$ cat config.mk
export PLATFORM = sky130hd
export DESIGN_NAME = hiscore_upload
export DESIGN_NICKNAME = d
export VERILOG_FILES = /design/src/rtl/hiscore_upload.sv
export SDC_FILE = /design/constraint.sdc
export NUM_CORES = 1
export LEC_CHECK = 0
export CORE_AREA = 2 2 76 78
export CTS_CLUSTER_SIZE = 25
export DETAILED_ROUTE_END_ITERATION = 10
export DIE_AREA = 0 0 78 80
export PLACE_DENSITY = 0.9
export SLEW_MARGIN = 20
export SYNTH_ARGS = -nofsm -noshare
export SYNTH_HDL_FRONTEND = slang
export SYNTH_SLANG_ARGS = --single-unit
$ cat constraint.sdc
create_clock -name clk_sys -period 4.2 [get_ports clk_sys]
set_input_delay 0.84 -clock clk_sys [delete_from_list [all_inputs] [get_ports clk_sys]]
set_output_delay 0.84 -clock clk_sys [all_outputs]
set_load 0.01 [all_outputs]
$ cat src/rtl/hiscore_upload.sv
// Serves HPS ioctl upload reads from a core-side RAM read port, pausing the CPU
// for the duration so the saved image (e.g. a high-score table) is coherent.
module hiscore_upload #(
  parameter int         ADDR_W      = 10,
  parameter int         DEPTH       = 1024,
  parameter logic [7:0] INDEX       = 8'd4,
  parameter int         RAM_LATENCY = 1,
  parameter int         QUIESCE     = 16,
  parameter int         TIMEOUT     = 1 << 20
) (
  input  logic              clk_sys,
  input  logic              reset,
  input  logic              save_req,
  input  logic              ioctl_upload,
  input  logic [7:0]        ioctl_index,
  input  logic              ioctl_rd,
  input  logic [24:0]       ioctl_addr,
  output logic [7:0]        ioctl_din,
  output logic              ioctl_upload_req,
  output logic              pause_cpu,
  output logic [ADDR_W-1:0] ram_addr,
  output logic              ram_rd,
  input  logic [7:0]        ram_data,
  output logic              busy,
  output logic              done
);

  localparam int CNT_MAX_QL = (QUIESCE > RAM_LATENCY) ? QUIESCE : RAM_LATENCY;
  localparam int CNT_MAX    = (TIMEOUT > CNT_MAX_QL) ? TIMEOUT : CNT_MAX_QL;
  localparam int CNT_W      = $clog2(CNT_MAX + 1);
  localparam logic [24:0] DEPTH_L = 25'(DEPTH);

  typedef enum logic [2:0] {
    S_IDLE, S_QUIESCE, S_REQ, S_WAIT, S_SERVE, S_FETCH, S_DONE
  } state_t;

  state_t           state_reg;
  logic [CNT_W-1:0] cnt_reg;
  logic             save_d_reg;

  logic sel;
  logic save_edge;
  logic addr_in_range;

  assign sel           = ioctl_upload && (ioctl_index == INDEX);
  assign save_edge     = save_req && !save_d_reg;
  assign addr_in_range = (ioctl_addr < DEPTH_L);

  // One counter is shared by the quiesce delay, the host timeout and the RAM latency.
  always_ff @(posedge clk_sys or posedge reset) begin
    if (reset) begin
      state_reg        <= S_IDLE;
      cnt_reg          <= '0;
      save_d_reg       <= 1'b0;
      ioctl_din        <= 8'h00;
      ioctl_upload_req <= 1'b0;
      pause_cpu        <= 1'b0;
      ram_addr         <= '0;
      ram_rd           <= 1'b0;
      busy             <= 1'b0;
      done             <= 1'b0;
    end else begin
      save_d_reg       <= save_req;
      ram_rd           <= 1'b0;
      ioctl_upload_req <= 1'b0;
      done             <= 1'b0;

      case (state_reg)
        S_IDLE: begin
          // A host-initiated upload takes precedence over a simultaneous user save.
          if (sel) begin
            state_reg <= S_SERVE;
            pause_cpu <= 1'b1;
            busy      <= 1'b1;
          end else if (save_edge) begin
            state_reg <= S_QUIESCE;
            pause_cpu <= 1'b1;
            busy      <= 1'b1;
            cnt_reg   <= CNT_W'(QUIESCE - 1);
          end
        end

        S_QUIESCE: begin
          if (cnt_reg == '0) state_reg <= S_REQ;
          else               cnt_reg   <= cnt_reg - CNT_W'(1);
        end

        S_REQ: begin
          ioctl_upload_req <= 1'b1;
          state_reg        <= S_WAIT;
          cnt_reg          <= CNT_W'(TIMEOUT);
        end

        S_WAIT: begin
          if (sel) begin
            state_reg <= S_SERVE;
          end else if (cnt_reg <= CNT_W'(1)) begin
            state_reg <= S_DONE;
            pause_cpu <= 1'b0;
            done      <= 1'b1;
          end else begin
            cnt_reg <= cnt_reg - CNT_W'(1);
          end
        end

        S_SERVE: begin
          if (!sel) begin
            state_reg <= S_DONE;
            pause_cpu <= 1'b0;
            done      <= 1'b1;
          end else if (ioctl_rd) begin
            if (addr_in_range) begin
              ram_addr  <= ioctl_addr[ADDR_W-1:0];
              ram_rd    <= 1'b1;
              cnt_reg   <= CNT_W'(RAM_LATENCY);
              state_reg <= S_FETCH;
            end else begin
              ioctl_din <= 8'hFF;
            end
          end
        end

        S_FETCH: begin
          // A fetch in flight always completes, even if the host has already left.
          if (cnt_reg == '0) begin
            ioctl_din <= ram_data;
            if (sel) begin
              state_reg <= S_SERVE;
            end else begin
              state_reg <= S_DONE;
              pause_cpu <= 1'b0;
              done      <= 1'b1;
            end
          end else begin
            cnt_reg <= cnt_reg - CNT_W'(1);
          end
        end

        S_DONE: begin
          state_reg <= S_IDLE;
          busy      <= 1'b0;
        end

        default: begin
          state_reg <= S_IDLE;
          pause_cpu <= 1'b0;
          busy      <= 1'b0;
        end
      endcase
    end
  end

endmodule

Word-level counts from Yosys, hierarchy flattened --
Index checks and enable logic that the tools add are counted.
Word-level totals: flip-flop bits (word level) 48, latch bits 0, memory bits (writable) 0, memory bits (read-only) 0, output and inout bits 23, memories 0
Cells by class: add/subtract/negate cells 1, multipliers 0, divide/modulo/power cells 0, order comparisons 2, equality and inequality tests 23, shift-type cells 0, mux-type cells 43, bitwise logic cells 2, reduce and logical (&&, ||, !) cells 16
Operators by type and width (number):
- $mux W21 | 8
- $pmux W21 S5 | 1
- $mux W8 | 4
- $mux W3 | 9
- $lt A25 B11 Y1 const B | 1
- $ne A2 B2 Y1 const B | 12
- $le A21 B1 Y1 const B | 1
- $logic_not A21 Y1 | 1
- $sub A21 B1 Y21 const B | 1
- $pmux W3 S6 | 1
- $pmux W8 S2 | 1
- $mux W1 | 15
- $ne A3 B3 Y1 const B | 4
- $reduce_and A5 Y1 | 2
- $eq A3 B3 Y1 const B | 3
- $reduce_and A9 Y1 | 1
- $eq A8 B3 Y1 const B | 1
- $eq A3 B2 Y1 const B | 2
- $reduce_and A6 Y1 | 1
- $pmux W1 S5 | 1
- $reduce_bool A5 Y1 | 1
- $reduce_or A5 Y1 | 1
- $reduce_and A4 Y1 | 1
- $eq A3 B1 Y1 const B | 1
- 11 further kinds | 13

Longest topological paths before layout --
depth after elaboration 5, gate-level depth with buffers 11, mapped depth without buffers 9

Least setup slack after synthesis --
Ideal clock, no wire load.
path kind reg-to-reg, start register cnt_reg[4], end register cnt_reg[12], library setup time 0.066 ns, data arrival time 2.717 ns, data required time 4.134 ns, path slack 1.417 ns, stages on the path, launching flop included 10, path buffers 3, period minus slack after synthesis 2.783 ns, path through dfrtp_1 > or4_4 > or3_1 > or4_1 > buf_2 > or2_1 > buf_2 > buf_6 > a311oi_2 > a31o_1
On the way: word-level cells in the longest chain between the ends 4, elaborated cells between the ends (all ways) 10
RTL lines:
- from (decl) | RTL line 38 | logic [CNT_W-1:0] cnt_reg;
- from (signal assigned) | RTL line 79 | cnt_reg <= CNT_W'(QUIESCE - 1);
- from (signal assigned) | RTL line 85 | else cnt_reg <= cnt_reg - CNT_W'(1);
- from (signal assigned) | RTL line 91 | cnt_reg <= CNT_W'(TIMEOUT);
- $sub A21 B1 Y21 | RTL line 85, 102, 135
- $mux W21 | RTL line 97 | end else if (cnt_reg <= CNT_W'(1)) begin
- $mux W21 | RTL line 95 | if (sel) begin
- $pmux W21 S5 | RTL line 68 | case (state_reg)
Parallel ways exist; a longest one is shown, timed or not. The select of a mux whose other input is x is not followed. A chain may end at the register's enable or synchronous reset.

Worst setup path in the final report --
start register cnt_reg[4], end register cnt_reg[9]
Same word-level chain as after synthesis.

==> impl_metrics.ini <==
[timing]
rsz0062_at_grt = false
timing.slew.headroom = 0.440
tns_ns = 0
hold_slack_ns = 0.484
worst_slack_ns = 0.892
finalHoldViolCount = 0
finalMaxSlewViolations = 0
tightest_slew_ns = 0.840
fin_skew_ns = 0.00793
post-route-period-util = 0.788
max_clock_freq_ghz = 0.302
fin_crit_ns = 3.31
setup_violations = 0

[synth]
synthFlopType = dfrtp_1
synth_fp_nets = 351
ys_seq_elements = 48
async_reset_ff_frac = 1.00
netlist_area_sq_um = 2610
synthCells = 302
ys_seq_area_frac = 0.460
syn_area_per_cell_sq_um = 8.64
synth_warnings = 0
synth.distinct_cells = 52
synth_edf_count = 0

[final_layout]
final_cell_mix = clkdlybuf4s50_1 (68), dfrtp_1 (48), nand2_1 (41), nor2_1 (32), a21oi_1 (28)
multiInputGateArea_sq_um = 1270
antennaDiodeCount = 0
layout-drive-gt1-share = 0.0663
final_common_cell = clkdlybuf4s50_1
syn_to_final_growth_pct = 31.6
fillers = 439
largest_reg_flops = 21
ff_latch_area_sq_um = 1200
fin_nets = 410

[drt]
drc = 0
routed_wirelength_microns = 7040
first_pass_iters = 5
drt_iter0_drc = 148
via_per_inst = 5.89
ant_nets = 0
vias = 2557
post_drt_wl_per_cell_microns = 16.2

[floorplanning]
fp.dieH_microns = 80
pin_count = 69
start_util = 0.483
row_count = 27
die_area_sq_um = 6240
die_w_microns = 78
core-area_sq_um = 5410

[setup_path]
crit_fanout = 14
required_ns = 4.40
cp-end-kind = flip-flop
cp.arrival_ns = 3.51
startpoint_type = flip-flop
critPathKind = flip-flop to flip-flop

[clock_network]
cts_hold_buf = 0
clk_pin_slew_ns = 0.09
clockBufferDepth = 2
clock_sinks = 48
htreeDepth = 2
numCtsBuffers = 5
cts_root_buffer = clkbuf_8
post-cts-setup-buffers = 0
cts_resized = 0
cts_tree = yes
worstSkewPairLatency_ns = 0.31

[global_routing]
antenna_found_initial = 0
gr-total-overflow = 0
grtUsageMet2 = 0.402
grt_pass1_wl_microns = 11500
grt_max_degree = 49
grt_use_total = 0.232
grt.busiest_layer = met2
met3_usage = 0.0452
met1_usage = 0.294
grt_pass1_vias = 2459

[power]
p_sw_mw = 0.551
comb_power_share = 0.329
seq_power_share = 0.447
switching_share = 0.355
vdd_drop_max_mv = 0.218
p_leak_nw = 1.46
p_int_mw = 1.00
power.density_nw_per_um2 = 452
clkPwrFrac = 0.224

[placement]
dp_hpwl_microns = 5020
io_buffers = 68
place_ws_ns = 0.839
routabilityCongestion = 0.897

[min_path]
hold_path.class = flip-flop to flip-flop

[run]
cap_violations = 0

[outcome]
outcome = complete, no violations
-- critical path, stage by stage (launching register included) --
cell and delay, ns:
dfrtp_1 0.44, or4_4 0.56, or3_1 0.54, or4_1 0.62, or2_1 0.47, nand2_1 0.23, inv_2 0.13, a31o_2 0.21
-- power by group through the flow --
stage / clock, mW / combinational (mW) / sequential (mW)
after floorplan: 0 / 0.396 / 0.654
after global placement: 0 / 0.488 / 0.689
after detailed placement: 0 / 0.506 / 0.694
after CTS: 0.352 / 0.509 / 0.687
after global routing: 0.367 / 0.571 / 0.709
final: 0.348 / 0.510 / 0.693
-- per-stage QoR --
step	cells	utilization	area [sq um]	power [mW]
5_1_grt	434	0.635	3430	1.65
4_1_cts	434	0.635	3430	1.55
2_1_floorplan	302	-	2610	1.05
3_5_place_dp	426	0.614	3320	1.20
6_report	434	0.635	3430	1.55
3_3_place_gp	426	0.614	3320	1.18
-- logic make-up (layout without fill, tap and decap cells) --
logic type / after synthesis / after routing / synth area share
adder cells (fa/ha/maj): 3 / 3 / 0.0144
flip-flops: 48 / 48 / 0.460
buffers and inverters: 33 / 93 / 0.0513
AND/OR/NAND/NOR: 137 / 137 / 0.266
AO/OA/AOI/OAI: 80 / 80 / 0.204
multiplexers: 1 / 1 / 0.00432
-- worst paths after layout --
path | start | depth (start not counted) | endpoint | slack [ns]
min in group asynchronous | reset | 2 | ioctl_din[3] | 0.96
hold / removal | ram_addr[8] | 2 | ram_addr[8] | 0.48
setup / recovery | cnt_reg[4] | 7 | cnt_reg[9] | 0.89
hold reg to reg | ram_addr[8] | 2 | ram_addr[8] | 0.48
max in group asynchronous | reset | 2 | ram_addr[1] | 2.71
setup reg to reg | cnt_reg[4] | 7 | cnt_reg[9] | 0.89
-- area by class of cell --
cell class | count | area share
clock buffer | 5 | 0.0200
sequential | 48 | 0.350
timing repair buffer | 70 | 0.203
clock inverter | 3 | 0.0135
inverter | 15 | 0.0168
tap | 72 | 0.0262
multi-input combinational | 221 | 0.371
-- synthesized netlist by cell type, types with 2 or more instances --
cell      instances  area (sq um)
a21oi_1          28           140
or4_1             5          37.5
nand3_1           5          25.0
a31oi_1           3          18.8
a211o_1           3          26.3
nand2b_1          2          12.5
a31o_1            2          17.5
nor4_1            9          56.3
nor3_1           14          70.1
inv_1            13          48.8
ha_1              3          37.5
a311oi_2          2          30.0
nor2b_1           4          25.0
or4b_2            2          20.0
a31o_2            4          35.0
a311oi_1          3          26.3
o41ai_1           4          35.0
dfrtp_1          48          1200
nand4b_1          5          43.8
nand3b_1          4          30.0
nand4_1           4          25.0
o21ai_0          16          80.1
buf_2             2          10.0
nor2_1           32           120
or3_1             4          25.0
buf_1             4          15.0
o31ai_1           2          15.0
nand2_1          41           154
clkbuf_1         11          41.3
-- routing by layer --
| layer | up-vias | part of all wire |
|---|---|---|
| met2 | 105 | 0.50 |
| met3 | 15 | 0.062 |
| li1 | 1211 | - |
| met4 | 0 | 0.021 |
| met5 | - | 0 |
| met1 | 1226 | 0.41 |
Note: power is estimated with default switching activity, not from simulation.
